==> src/rtl/halloween_prog_writer.sv <==
// rtl/halloween_prog_writer.sv - one-hot request encoder and atomic 4-slot opcode program writer
//
// Ports:
//   clk, rst         clock and synchronous active-high reset
//   cmd_valid        request present
//   cmd_onehot       one-hot action request, bit k requests opcode k
//   cmd_ready        request accepted when cmd_valid && cmd_ready (low only in COMMIT)
//   commit           single-cycle strobe to publish the shadow buffer
//   data             published program, slot k at bits [OPW*k +: OPW]
//   prog_valid       a program has been published
//   slot_count       number of shadow slots written (0..SLOTS)
//   err              registered one-cycle error pulse
module halloween_prog_writer #(
    parameter int SLOTS = 4,
    parameter int OPW   = 4
) (
    input  logic                  clk,
    input  logic                  rst,
    input  logic                  cmd_valid,
    input  logic [(1<<OPW)-1:0]   cmd_onehot,
    output logic                  cmd_ready,
    input  logic                  commit,
    output logic [SLOTS*OPW-1:0]  data,
    output logic                  prog_valid,
    output logic [2:0]            slot_count,
    output logic                  err
);
    localparam int NCMD = 1 << OPW;
    localparam int SW   = (SLOTS > 1) ? $clog2(SLOTS) : 1;
    localparam logic [OPW-1:0] OP_RESET = OPW'(1);

    typedef enum logic [2:0] {EMPTY, FILL, FULL, COMMIT, RUN} state_t;

    state_t               state, state_next;
    logic [OPW-1:0]       shadow [SLOTS];

    logic [OPW:0]         ones;
    logic [OPW-1:0]       idx;
    logic                 legal;
    logic                 accept;

    logic                 wr_en;
    logic [SW-1:0]        wr_slot;
    logic                 shadow_clr;
    logic                 clear_all;
    logic                 publish;
    logic                 err_next;
    logic [2:0]           cnt_next;
    logic [SW-1:0]        last_slot;
    logic [SLOTS*OPW-1:0] pub_data;

    assign cmd_ready = (state != COMMIT);
    assign accept    = cmd_valid && cmd_ready;

    // Encode: index of the single set bit; anything else, or a reserved index, is illegal.
    always_comb begin
        ones = '0;
        idx  = '0;
        for (int i = 0; i < NCMD; i++) begin
            if (cmd_onehot[i]) begin
                ones = ones + {{OPW{1'b0}}, 1'b1};
                idx  = OPW'(i);
            end
        end
        legal = (ones == {{OPW{1'b0}}, 1'b1});
        case (idx)
            4'd2, 4'd3, 4'd7, 4'd11, 4'd15: legal = 1'b0;
            default: ;
        endcase
    end

    // Unfilled slots repeat the last written opcode so the reader never sees stale entries.
    always_comb begin
        last_slot = SW'(slot_count - 3'd1);
        pub_data  = '0;
        for (int k = 0; k < SLOTS; k++) begin
            if (3'(k) < slot_count)
                pub_data[k*OPW +: OPW] = shadow[k];
            else
                pub_data[k*OPW +: OPW] = shadow[last_slot];
        end
    end

    always_ff @(posedge clk) begin
        if (rst) state <= EMPTY;
        else     state <= state_next;
    end

    always_comb begin
        state_next = state;
        wr_en      = 1'b0;
        wr_slot    = slot_count[SW-1:0];
        shadow_clr = 1'b0;
        clear_all  = 1'b0;
        publish    = 1'b0;
        err_next   = 1'b0;
        cnt_next   = slot_count;

        if (state == COMMIT) begin
            publish    = 1'b1;
            state_next = RUN;
        end

        if (accept) begin
            if (!legal) begin
                err_next = 1'b1;
            end else if (idx == OP_RESET) begin
                clear_all  = 1'b1;
                cnt_next   = '0;
                state_next = EMPTY;
            end else begin
                case (state)
                    EMPTY, FILL: begin
                        wr_en      = 1'b1;
                        cnt_next   = slot_count + 3'd1;
                        state_next = (cnt_next == 3'(SLOTS)) ? FULL : FILL;
                    end
                    FULL: err_next = 1'b1;
                    RUN: begin
                        shadow_clr = 1'b1;
                        wr_en      = 1'b1;
                        wr_slot    = '0;
                        cnt_next   = 3'd1;
                        state_next = FILL;
                    end
                    default: ;
                endcase
            end
        end

        // Commit sees the state after any same-edge command, so it includes that command.
        if (commit && !clear_all) begin
            case (state_next)
                FILL, FULL: if (state != COMMIT) state_next = COMMIT;
                EMPTY:      err_next = 1'b1;
                default:    ;
            endcase
        end
    end

    always_ff @(posedge clk) begin
        if (rst || clear_all) begin
            for (int k = 0; k < SLOTS; k++) shadow[k] <= '0;
            slot_count <= '0;
            data       <= '0;
            prog_valid <= 1'b0;
            err        <= 1'b0;
        end else begin
            if (shadow_clr)
                for (int k = 0; k < SLOTS; k++) shadow[k] <= '0;
            if (wr_en)
                shadow[wr_slot] <= idx;
            slot_count <= cnt_next;
            err        <= err_next;
            if (publish) begin
                data       <= pub_data;
                prog_valid <= 1'b1;
            end
        end
    end
endmodule

==> config.mk <==
export PLATFORM = sky130hd
export DESIGN_NAME = halloween_prog_writer
export DESIGN_NICKNAME = d
export VERILOG_FILES = /design/src/rtl/halloween_prog_writer.sv
export SDC_FILE = /design/constraint.sdc
export NUM_CORES = 1
export LEC_CHECK = 0
export ABC_AREA = 1
export CORE_UTILIZATION = 39
export CTS_BUF_LIST = sky130_fd_sc_hd__clkbuf_4 sky130_fd_sc_hd__clkbuf_8
export DETAILED_ROUTE_END_ITERATION = 10
export PLACE_DENSITY = 0.61
export SYNTH_ARGS = -nofsm -noshare
export SYNTH_HDL_FRONTEND = slang
export SYNTH_SLANG_ARGS = --single-unit
export TNS_END_PERCENT = 5
==> constraint.sdc <==
create_clock -name clk -period 28.7 [get_ports clk]
set_input_delay 5.74 -clock clk [delete_from_list [all_inputs] [get_ports clk]]
set_output_delay 5.74 -clock clk [all_outputs]
set_load 0.05 [all_outputs]
Word-level counts from Yosys, hierarchy flattened:

Memory sizes are Yosys's and may differ from the RTL's.
Index checks and enable logic that the tools add are counted.

* bits in latches: 0
* bits in writable memories: 16
* bits in registers: 24
* bits of input ports: 20
* memory bits (read-only): 0
* output and inout bits: 22
* word-level logic and storage cells: 139
* memories: 1

* equality and inequality tests: 15
* divide/modulo/power cells: 0
* multiply operators: 0
* bitwise operators: 4
* reductions and logical operators: 12
* muxes and demuxes: 81
* add/sub/neg operators: 17
* shift operators: 0
* $lt $le $gt $ge: 4

Memories
* shadow: depth 4, bits a word 4, rd ports 5, clocked after Yosys merged registers in 0, write ports 5, line 35 `logic [OPW-1:0] shadow [SLOTS];`

Operators by type and width (count)
* $mux 4: 22
* $add 5x1->5 const B: 15
* $mux 5: 15
* $mux 1: 29
* $mux 3: 8
* $pmux 3 s2: 2
* $mux 2: 5
* $eq 3x2->1 const B: 3
* $eq 4x2->1 const B: 2
* $eq 4x4->1 const B: 2
* $eq 3x1->1 const B: 2
* $eq 3x3->1 const B: 2
* $logic_not 3->1: 2
* $lt 1x3->1 const A: 2
* $lt 2x3->1 const A: 2
* $eq 5x1->1 const B: 1
* $reduce_or 5->1: 1
* $eq 4x1->1 const B: 1
* $eq 4x3->1 const B: 1
* $or 1x1->1: 4
* $reduce_or 2->1: 2
* $add 3x1->3 const B: 1
* $ne 3x2->1 const B: 1
* $reduce_and 3->1: 1
* other kinds (6): 7

Logic depth before layout (Yosys ltp):

* depth after elaboration: 39
* mapped depth: 58
* gate-level depth less buffers: 58

Worst setup path after synthesis:

No wires, ideal clock.

* kind: input -> register
* start point: input cmd_onehot[0]
* end point: memory shadow[1][0] (enable)
* buffers on the path: 0
* setup slack: 15041 ps
* data required time: 28393 ps
* stages on the path: 56
* library setup time: 307 ps
* arrival: 13351 ps
* path through: inv_1 -> ha_1 -> inv_1 -> nand2_2 -> nand2_1 -> inv_1 -> ha_1 -> nand2_1 -> nand2_1 -> ha_1 -> or2_1 -> nand2_1 -> inv_1 -> ha_1 -> nand2_1 -> nand2_1 -> ha_1 -> nand2_1 -> [20 not listed] -> ha_1 -> nand2_1 -> nand2_1 -> ha_1 -> or2_2 -> nand2_1 -> inv_1 -> ha_1 -> nand2_1 -> nand2_1 -> nand3b_1 -> a21oi_4 -> nand3_4 -> inv_2 -> nand2_2 -> nor2_8 -> nand4_4 -> nand2_1

RTL lines
* from (decl): line 20 `input logic [(1<<OPW)-1:0] cmd_onehot,`
* to (decl): line 35

==> flow_metrics.py <==
metrics = {
    "status": {
        "status": "completed",
    },
    "logic_synthesis": {
        "synth-adder-area-share": 0.05489,
        "ys_seq_elements": 40,
        "synth_compound_area_frac": 0.1308,
        "synth-seq-area-share": 0.2480,
        "synth.most_common_cell": "nand2_1",
        "synth_common_cells": "nand2_1 (172), inv_1 (94), nor2_1 (75)",
        "syn-num-nets": 654,
        "yosys-top-cells-area": "nand2_1 (17%), dfxtp_1 (12%), edfxtp_1 (12%)",
        "yosysTopAreaCell": "nand2_1",
        "synth_area_um2": 3875,
        "synth_xor_area_frac": 0.006458,
        "synthArstFlopShare": 0,
        "synth_cell_types": 40,
        "yosysWarningCount": 0,
        "synthDominantCellAreaShare": 0.1666,
        "ys.flop_type": "dfxtp_1",
        "synth_edf_count": 16,
        "syn-instance-count": 617,
        "avgSynthCellArea_um2": 6.280,
        "synth_mux_area_frac": 0,
        "synth_top_family_by_area": "simple AND/OR/NAND/NOR gates",
        "synth-simple-area-share": 0.4495,
    },
    "setup_path": {
        "crit_slowest_cell": "nand2_1",
        "critPathMaxStageDelay_ps": 610,
        "r2r_slack_ps": 26100,
        "crit_path_frequent_cell": "nand2_1",
        "path_max_fanout": 22,
        "cp-start-kind": "primary input",
        "endpoint_kind": "flop",
        "worstPathRequired_ps": 28690,
        "cp.arrival_ps": 14850,
        "crit_type": "in2reg",
    },
    "detailed_routing": {
        "drcViolationCount": 0,
        "drt-total-wl_mm": 8.672,
        "viasPerCell": 4.830,
        "final_antenna_net_count": 0,
        "vias": 3825,
        "routedWlPerCell_um": 10.95,
        "drt_iter0_drc": 137,
        "first_pass_iters": 5,
    },
    "cells_and_area": {
        "syn_to_final_growth_pct": 16.47,
        "drive_gt1_frac": 0.1320,
        "fillers": 1031,
        "antenna_cells": 0,
        "final_nets": 695,
    },
    "flow_run": {
        "cap_violations": 0,
    },
    "floorplanning": {
        "placeableCoreArea_um2": 9684,
        "die_area_um2": 10340,
        "start_util": 0.4001,
        "io-pin-count": 42,
        "die_h_um": 101.7,
        "die_x_um": 101.7,
        "rows": 36,
    },
    "pwr": {
        "ir_drop_uv": 17.80,
        "power.static_leakage_uw": 0.002379,
        "pwr_density_cell_nw_per_um2": 45.53,
    },
    "min_path": {
        "min_path_type": "reg2reg",
    },
    "sta": {
        "fin_tns_setup_ps": 0,
        "hold_viol_final": 0,
        "worst_pin_slew_ps": 763.9,
        "final-setup-viol-count": 0,
        "period_minus_slack_ps": 14870,
        "slew_headroom": 0.4895,
        "finalMaxSlewViolations": 0,
        "finClkSkew_ps": 7.017,
        "rsz0062_at_grt": "no",
        "fin_crit_sh": 0.5180,
        "clock.fmax_ghz": 0.06727,
        "setup_ws_ps": 13830,
    },
    "placed_design": {
        "hpwl_mm": 7.178,
        "dp_worst_setup_slack_ps": 13530,
        "port_buffers": 41,
        "place.gp.congestion": 0.9006,
    },
    "clocking": {
        "clock-root-buffer": "clkbuf_8",
        "ctsResizeCount": 0,
        "numClockSinks": 40,
        "cts_max_level": 2,
        "clockBufferDepth": 2,
        "post_cts_buffers": 0,
        "clkSlewWorstSetupHoldPaths_ps": 80,
        "clock_latency_ps": 290,
        "cts_tree": "done",
        "cts-buffers-inserted": 5,
        "postCtsHoldBufs": 0,
    },
    "grt": {
        "antenna_found_initial": 0,
        "grt_pass1_vias": 3602,
        "gr-usage-all-layers": 0.1800,
        "overflow": 0,
        "grt_pass1_wl_mm": 15.26,
        "grt_start_max_net_pins": 23,
    },
}
## layer usage
metal | up-vias | wire (µm) | GRT usage
met5 | - | 0 | 0
li1 | 2056 | - | -
met1 | 1679 | 4140 | 0.2243
met2 | 82 | 4103 | 0.3295
met4 | 0 | 89 | 0.04125
met3 | 8 | 338 | 0.02070
## cell usage in the layout (no fill, tap or decap), types with 8 or more instances in the layout
cell,netlist,final
dfxtp_1,24,24
a21oi_1,35,35
nor2_2,8,8
nand2_1,172,172
clkdlybuf4s50_1,0,41
nand2_2,28,28
inv_2,11,11
a211oi_1,14,14
inv_1,94,94
ha_1,17,17
edfxtp_1,16,16
nand3_1,41,41
o21ai_0,17,17
nand3_2,17,17
nor2_1,75,75
## where the power goes
part	switching, µW	internal (µW)
clock network	18.7	17.8
logic	68.7	36.4
registers	2.56	61.4
total	89.9	116
## cell families (layout without fill, tap and decap cells)
logic type / Yosys count / count (layout)
AO/OA/AOI/OAI: 81 / 81
XOR/XNOR: 2 / 2
adder cells (fa/ha/maj): 17 / 17
buffers and inverters: 113 / 155
flip-flops: 40 / 40
AND/OR/NAND/NOR: 364 / 364
## flip-flops by register name, indices dropped and copies added (netlist names)
name,flops
data,16
prog_valid,1
shadow,16
state,3
err,1
slot_count,3
## area by class of cell
cell class | count | area [µm²] | share of cell area
multi-input cells | 464 | 2486 | 0.5509
well taps | 133 | 166.4 | 0.03687
clock inverters | 2 | 11.26 | 0.002495
flip-flops and latches | 40 | 960.9 | 0.2129
inverters | 105 | 394.1 | 0.08733
repair buffers | 42 | 417.9 | 0.09260
clock buffers | 6 | 76.32 | 0.01691
## metrics by stage
| step | std cells | power [µW] | hold slack (ps) | utilization | cell area, µm² |
|---|---|---|---|---|---|
| 6_report | 792 | 205.5 | 481.5 | 0.4660 | 4513 |
| 2_1_floorplan | 617 | 148.9 | 534.8 | - | 3875 |
| 5_1_grt | 792 | 224.6 | 506.0 | 0.4660 | 4513 |
| 3_3_place_gp | 784 | 168.5 | 465.0 | 0.4570 | 4425 |
| 3_5_place_dp | 784 | 170.2 | 471.3 | 0.4570 | 4425 |
| 4_1_cts | 792 | 206.1 | 482.2 | 0.4660 | 4513 |
## final timing paths
| path | end | start | cells after the start |
|---|---|---|---|
| worst min-delay path | data[11] | data[11] | 2 |
| worst max-delay path | shadow[1][2] | cmd_onehot[0] | 57 |
| worst min register to register | data[11] | data[11] | 2 |
| worst max register to register | shadow[1][2] | state[1] | 8 |
## worst max-delay path: cells and delay by family
family | cells | cell delay [ps]
simple gates | 33 | 3940
fa+ha+maj | 14 | 3810
buf+inv | 8 | 930
compound gates | 2 | 420
(Power assumes the default switching activity.)
